--- config.mk ---
export PLATFORM = sky130hd
export DESIGN_NAME = n_to_one_arb_mux
export DESIGN_NICKNAME = d
export VERILOG_FILES = /design/src/rtl/arb_mux_pkg.sv /design/src/rtl/rr_priority_select.sv /design/src/rtl/n_to_one_arb_mux.sv
export SDC_FILE = /design/constraint.sdc
export NUM_CORES = 1
export LEC_CHECK = 0
export ABC_AREA = 1
export BUFFER_PORTS_ARGS = -buffer_cell sky130_fd_sc_hd__buf_2
export CORE_ASPECT_RATIO = 0.7
export CORE_MARGIN = 2
export CORE_UTILIZATION = 45
export CTS_CLUSTER_DIAMETER = 50
export DETAILED_ROUTE_END_ITERATION = 7
export PLACE_DENSITY = 0.8
export SYNTH_ARGS = -nofsm -noshare
export SYNTH_HDL_FRONTEND = slang
export SYNTH_SLANG_ARGS = --single-unit
--- constraint.sdc ---
create_clock -name clk -period 5.5 [get_ports clk]
set_clock_uncertainty 0.05 [all_clocks]
set_input_delay 0.55 -clock clk [delete_from_list [all_inputs] [get_ports clk]]
set_output_delay 0.55 -clock clk [all_outputs]
set_load 0.005 [all_outputs]
--- src/rtl/arb_mux_pkg.sv ---
// -----------------------------------------------------------------------------
// arb_mux_pkg
// Shared definitions for the N:1 arbitrating mux:
//   MODE_RR / MODE_FIXED : values of the top-level 'mode' input.
//   clog2_min1           : index width that never collapses to zero bits.
// -----------------------------------------------------------------------------
package arb_mux_pkg;

  localparam logic MODE_RR    = 1'b0;
  localparam logic MODE_FIXED = 1'b1;

  // max(1, $clog2(n)), so a channel index always has at least one bit.
  function automatic int clog2_min1(input int n);
    int c;
    c = $clog2(n);
    return (c < 1) ? 1 : c;
  endfunction

endpackage

--- src/rtl/rr_priority_select.sv ---
// -----------------------------------------------------------------------------
// rr_priority_select
// Combinational round-robin search. It finds the first set bit of req,
// starting at (ptr+1) mod N and wrapping upward.
//   req         [N]     : per-channel requests
//   ptr         [SEL_W] : last granted channel (search starts just after it)
//   grant_valid         : some channel is requesting
//   grant_idx   [SEL_W] : winning channel index (0 when grant_valid = 0)
// -----------------------------------------------------------------------------
module rr_priority_select
  import arb_mux_pkg::*;
#(
  parameter int N     = 4,
  parameter int SEL_W = clog2_min1(N)
) (
  input  logic [N-1:0]     req,
  input  logic [SEL_W-1:0] ptr,
  output logic             grant_valid,
  output logic [SEL_W-1:0] grant_idx
);

  // Duplicating the request vector turns the wrap-around search into a plain
  // priority encode over the window [start, start+N-1].
  logic [2*N-1:0] req_dbl;
  int             start;

  assign req_dbl = {req, req};

  // NOTE: every output gets a default before the search loop. Otherwise the
  // "no request" path would leave them unassigned and infer latches.
  always_comb begin
    start       = (int'(ptr) >= N - 1) ? 0 : int'(ptr) + 1;
    grant_valid = 1'b0;
    grant_idx   = '0;
    // The loop descends, so the last match, the lowest index in the window, wins.
    for (int j = 2*N - 1; j >= 0; j--) begin
      if (req_dbl[j] && (j >= start) && (j < start + N)) begin
        grant_valid = 1'b1;
        grant_idx   = (j >= N) ? SEL_W'(j - N) : SEL_W'(j);
      end
    end
  end

endmodule

--- src/rtl/n_to_one_arb_mux.sv ---
// -----------------------------------------------------------------------------
// n_to_one_arb_mux
// Selects one of N valid/ready channels into a single registered output beat.
// mode = 0 arbitrates round-robin. mode = 1 passes the channel named by sel.
//   clk, reset (async, active-high)
//   in_data  [N*WIDTH] : channel i at [i*WIDTH +: WIDTH]
//   in_valid [N]       : per-channel request
//   in_ready [N]       : per-channel accept (combinational, one-hot or zero)
//   mode, sel [SEL_W]  : arbitration mode / fixed channel index
//   out_data [WIDTH], out_valid, out_ready, out_grant [SEL_W]
// -----------------------------------------------------------------------------
module n_to_one_arb_mux
  import arb_mux_pkg::*;
#(
  parameter  int N     = 4,
  parameter  int WIDTH = 8,
  localparam int SEL_W = clog2_min1(N)
) (
  input  logic               clk,
  input  logic               reset,
  input  logic [N*WIDTH-1:0] in_data,
  input  logic [N-1:0]       in_valid,
  output logic [N-1:0]       in_ready,
  input  logic               mode,
  input  logic [SEL_W-1:0]   sel,
  output logic [WIDTH-1:0]   out_data,
  output logic               out_valid,
  input  logic               out_ready,
  output logic [SEL_W-1:0]   out_grant
);

  logic             load;
  logic             rr_valid;
  logic [SEL_W-1:0] rr_idx;
  logic             fixed_valid;
  logic             win_valid;
  logic [SEL_W-1:0] win_idx;
  logic [WIDTH-1:0] win_data;
  logic [SEL_W-1:0] rr_ptr;

  // The output register can take a beat when it is empty or being drained.
  assign load = ~out_valid | out_ready;

  rr_priority_select #(
    .N     (N),
    .SEL_W (SEL_W)
  ) u_rr_sel (
    .req         (in_valid),
    .ptr         (rr_ptr),
    .grant_valid (rr_valid),
    .grant_idx   (rr_idx)
  );

  // Fixed mode: a compare loop means a sel >= N matches no channel and is
  // never granted.
  always_comb begin
    fixed_valid = 1'b0;
    for (int i = 0; i < N; i++) begin
      if (sel == SEL_W'(i)) fixed_valid = in_valid[i];
    end
  end

  assign win_valid = (mode == MODE_FIXED) ? fixed_valid : rr_valid;
  assign win_idx   = (mode == MODE_FIXED) ? sel         : rr_idx;

  always_comb begin
    in_ready = '0;
    win_data = '0;
    for (int i = 0; i < N; i++) begin
      if (win_idx == SEL_W'(i)) begin
        in_ready[i] = load & win_valid;
        win_data    = in_data[i*WIDTH +: WIDTH];
      end
    end
  end

  // NOTE: state registers use non-blocking assignments. Every flop then
  // samples pre-edge values no matter how the statements are ordered.
  always_ff @(posedge clk or posedge reset) begin
    if (reset) begin
      out_valid <= 1'b0;
      out_data  <= '0;
      out_grant <= '0;
      rr_ptr    <= SEL_W'(N - 1);
    end else if (load) begin
      if (win_valid) begin
        out_valid <= 1'b1;
        out_data  <= win_data;
        out_grant <= win_idx;
        if (mode == MODE_RR) rr_ptr <= win_idx;
      end else begin
        out_valid <= 1'b0;
      end
    end
  end

endmodule

; Yosys cells after proc, flatten, opt, wreduce, memory -nomap -nowiden
; Index checks and enable logic that the tools add are counted.
[word_totals]
ff_bits = 13
word_cells = 85
output_inout_bits = 15
[classes]
bitwise = 4
order_cmp = 17
n_addsub = 2
reduce_logical = 20
n_eq_ne = 6
muxes = 32
[op_table]
columns = op, count
row1 = $ge A4 B32 Y1 const A, 4
row2 = $lt A4 B32 Y1 const A, 4
row3 = $ge A3 B32 Y1 const A, 2
row4 = $lt A3 B32 Y1 const A, 2
row5 = $add A32 B4 Y32 const B, 1
row6 = $ge A1 B32 Y1 const A, 1
row7 = $ge A2 B32 Y1 const A, 1
row8 = $lt A1 B32 Y1 const A, 1
row9 = $lt A2 B32 Y1 const A, 1
row10 = $mux W32, 1
row11 = $mux W8, 4
row12 = $mux W1, 18
row13 = $mux W2, 9
row14 = $logic_and A1 B1 Y1, 16
row15 = $eq A2 B2 Y1 const B, 4
row16 = $eq A2 B1 Y1 const B, 2
row17 = $logic_not A2 Y1, 2
row18 = $add A2 B1 Y3 const B, 1
row19 = $reduce_and A3 Y1, 1
row20 = $ge A2 B2 Y1 const B, 1
row21 = $not A1 Y1, 2
row22 = $reduce_and A2 Y1, 1
row23 = $and A1 B1 Y1, 1
row24 = $or A1 B1 Y1, 1

; Depth between registers and ports, before layout
[logic_depth]
ltp_word = 19
mapped_depth = 15

; Hierarchy
; Synthesis repeated with hierarchy kept, for this count alone.
[hier_totals]
hier_cells = 161
hier_area_um2 = 1123.6
[modules_own_cells]
columns = module, seq_area_each_um2, n_inst, area_per_inst_um2, cells_per_inst
row1 = n_to_one_arb_mux, 327.8, 1, 983.4, 135
row2 = rr_priority_select, 0.0, 1, 140.1, 26

; Least setup slack after synthesis
; Ideal clock, no wire load.
[synth_path]
path_type = reg-to-output
startpoint = reg rr_ptr[0]
endpoint = out in_ready[2]
t_required_ps = 4900
t_arrival_ps = 1674
setup_slack_ps = 3226
path_stages_with_launch = 12
path_cell_list = dfstp_2 inv_1 ha_1 inv_1 nand2_1 nand3_1 nand2_1 nand2_1 nand2_2 inv_2 buf_4 nor3_1
[synth_between]
elab_chain_cells = 16
elab_cells_between_ends = 57
cone_classes = add/sub: 2 / order compare: 17 / eq/ne: 1 / mux: 20 / bitwise: 1 / reduce/logical: 16
[synth_lines]
columns = item, line
row1 = from (decl), n_to_one_arb_mux.sv:39  ; logic [SEL_W-1:0] rr_ptr;
row2 = from (signal assigned), n_to_one_arb_mux.sv:84  ; rr_ptr <= SEL_W'(N - 1);
row3 = from (signal assigned), n_to_one_arb_mux.sv:90  ; if (mode == MODE_RR) rr_ptr <= win_idx;
row4 = $add A2 B1 Y3 / $ge A2 B2 Y1 (equally long branches), rr_priority_select.sv:32  ; start = (int'(ptr) >= N - 1) ? 0 : int'(ptr) + 1;
row5 = $mux W32 (*), rr_priority_select.sv:32
row6 = $add A32 B4 Y32 / $ge A4 B32 Y1 (equally long branches), rr_priority_select.sv:37  ; if (req_dbl[j] && (j >= start) && (j < start + N)) begin
row7 = $lt A4 B32 Y1 / $logic_and A1 B1 Y1 (equally long branches), rr_priority_select.sv:37
row8 = $logic_and A1 B1 Y1, rr_priority_select.sv:37
row9 = $mux W2 / $mux W1 (equally long branches) (8 in a row), rr_priority_select.sv:37
row10 = $mux W2 / $mux W1 (equally long branches), "n_to_one_arb_mux.sv:64, n_to_one_arb_mux.sv:63"
row11 = $eq A2 B2 Y1 / $and A1 B1 Y1 (equally long branches), "n_to_one_arb_mux.sv:70, n_to_one_arb_mux.sv:71"
row12 = $mux W1 (*), n_to_one_arb_mux.sv:70  ; if (win_idx == SEL_W'(i)) begin
row13 = to (decl), n_to_one_arb_mux.sv:23  ; output logic [N-1:0] in_ready,
; Every way passes the cells marked *; elsewhere a longest branch is shown, timed or not.

; Final worst setup path
[layout_path]
startpoint = reg rr_ptr[0]
endpoint = out in_ready[3]
; The elaborated chain is that of the path after synthesis.

==> results.md <==
- Row cnt: 14
- Setup tns final: 0 ns
- Initial cell density of the core: 0.493
- DR WL/cell: 11.2 um
- Critical Path AT: 2.40 ns
- Yosys warnings: 0
- Residual DRC: 0
- RSZ-0062 raised after global routing: false
- Cts hold-fix bufs: 0
- DR iter-0 viols: 67
- Worst-Skew Late Latency: 0.29 ns
- Slew Limit Fails: 0
- CP max stage delay: 0.56 ns
- Crit end category: output port
- Post-DRT Antenna Nets: 0
- Final WS setup: 2.50 ns
- Post-route design area: 0.00139 mm^2
- Multi-input gate area: 624 um^2
- Worst path bufs/invs: 2
- GRT Residual Overflow: 0
- Post-layout util: 0.621
- Reg clk slew, reported paths: 0.10 ns
- Drt first pass iters: 4
- Maximum vdd drop: 0.110 mV
- Synth cell types: 22
- Place WS: 2.83 ns
- First-pass GRT wire length: 4490 um
- Post-synthesis xor/xnor area fraction: 0
- Max Root-Sink Buffers: 2
- Die Height: 45.5 um
- Clock period minus worst slack: 3.00 ns
- Status: completed
- CP startpoint kind: register
- Largest family of logic cells by synthesized area: simple AND/OR/NAND/NOR gates
- Synth-to-Final Area Change: 25.9%
- Placed cell areas: 0.00137 mm^2
- Antenna Cells: 0
- Largest net degree at the start of global routing: 26
- Layout net count: 269
- Final Hold Vio Count: 0
- GRT Util Overall: 0.205
- Via count: 1,264
- Hold WS: 0.219 ns
- IO Pins: 57
- Seq/Total Area, Yosys: 0.296
- Crit path max-delay family: simple AND/OR/NAND/NOR gates
- Cells after Synth: 171
- CTS tree: yes
- Required @ worst endpoint: 4.90 ns
- Crit Path Max Fanout: 25
- Most used cell, CP: nand2_1
- Synth Register Bits: 13
- Placer Congestion: 0.980
- Filler Cell Count: 233
- F_max: 0.334 GHz
- Relative slew slack: 0.666
- Core Region: 0.00224 mm^2
- Die area: 0.00288 mm^2
- Number of setup violations in the final report: 0
- Die width: 63.3 um
- Power density over cell area: 290 mW/mm^2
- WL final: 2860 um
- Port Buffers: 56
- CTS Buf Count: 3
- H-tree levels: 1
- Number of global-route vias before repair: 1,018
- Initial antenna violation count: 0
- Post-cts resize count: 0
- Post-Synth Adder-Cell Area: 0.0339
- Vias per cell: 4.96
- Leakage power: 0.844 nW
- Post-synth design cell area: 0.00111 mm^2
- Post-synthesis mux area share: 0
- CTS Sinks: 13
- Post-CTS Repair Setup Buffers: 0
- Mapped Nets: 216
- Clk root buf: clkbuf_4
- Final period utilization: 0.545
- Share of cells above drive strength 1: 0.309
- Worst setup path category: register to output port
- HP Class: primary input to asynchronous set/reset pin
- Reg area: 328 um^2
- CP max stage cell: dfstp_2
- Syn avg cell area: 6.47 um^2
- Worst slew pin tran: 0.500 ns
- Synth Area in Compound Gates: 0.0860
- Simple-gate share of the synthesized area: 0.445
- DP HPWL: 2280 um
- Maxcap violations: 0
- Critical path cell sequence: inv_1, ha_1, nor2_2, nand2_1, nand2_1, nand2_1, nand2_1, nand2_2, nand2_4, nand2_1, nor2_1, buf_2
## cell usage in the layout, fill, tap and decap left out, types with 2 or more instances in the layout
cell and n:
clkbuf_4 3, dfstp_2 2, nand3b_1 8, nand2_1 62, dfrtp_1 11, nor2_1 2, nand3_1 19, o21bai_1 6
nor3_1 2, nand4_1 9, nand2_2 2, o21ai_0 4, inv_2 4, buf_2 56, a21oi_1 5, ha_1 3
inv_1 21
## cell families after synthesis
family                     after synthesis
AOI/OAI and AO/OA                       16
adders and majority gates                3
buffers and inverters                   33
DFF                                     13
and+or+nand+nor                        106
## state kept, by name, summed over array words and instances (netlist names)
name,count
out_valid,1
out_data,8
out_grant,2
rr_ptr,2
## cell usage after synthesis (all sizes together)
master	instances	area, um^2
a21oi	5	25.0
buf	7	56.3
clkbuf	1	3.75
dfrtp	11	275
dfstp	2	52.6
ha	3	37.5
inv	25	93.8
nand2	65	256
nand3	19	95.1
nand3b	8	60.1
nand4	9	56.3
nor2	3	13.8
nor3	2	10.0
o21ai	5	25.0
o21bai	6	45.0
## path summary, 6_finish.rpt
check / end / start / depth (start not counted) / slack (ns)
worst max-delay path: in_ready[3] / rr_ptr[0] / 12 / 2.50
worst min-delay path: out_data[0] / reset / 2 / 0.22
worst max register to register: out_data[2] / rr_ptr[0] / 13 / 3.10
worst min register to register: out_grant[1] / out_grant[1] / 2 / 0.44
max in group asynchronous: out_data[3] / reset / 2 / 4.82
min in group clk: out_grant[1] / out_grant[1] / 2 / 0.44
## layout make-up
class                           count  share of cell area
Timing Repair Buffer               56               0.201
Sequential cell                    13               0.235
Inverter                           25              0.0674
Tap cell                           32              0.0288
Multi-Input combinational cell    125               0.448
Clock buffer                        4              0.0189
## metal layers
metal	vias up	share of wire	GRT usage
li1	656	-	-
met1	544	0.51	0.316
met2	62	0.40	0.300
met3	2	0.086	0.0396
met4	0	0.0032	0.0391
met5	-	0	0
## stage by stage
stage	power, W	std cells
after floorplan	0.000283	171
after global placement	0.000340	251
after detailed placement	0.000342	251
after CTS	0.000401	255
after global routing	0.000438	255
final	0.000404	255
## power by group
group          switching [W]  internal [W]  total [W]
clock network      0.0000327     0.0000281  0.0000608
logic               0.000118     0.0000787   0.000197
registers          0.0000181      0.000128   0.000146
Power figures use the tool's default switching activity.
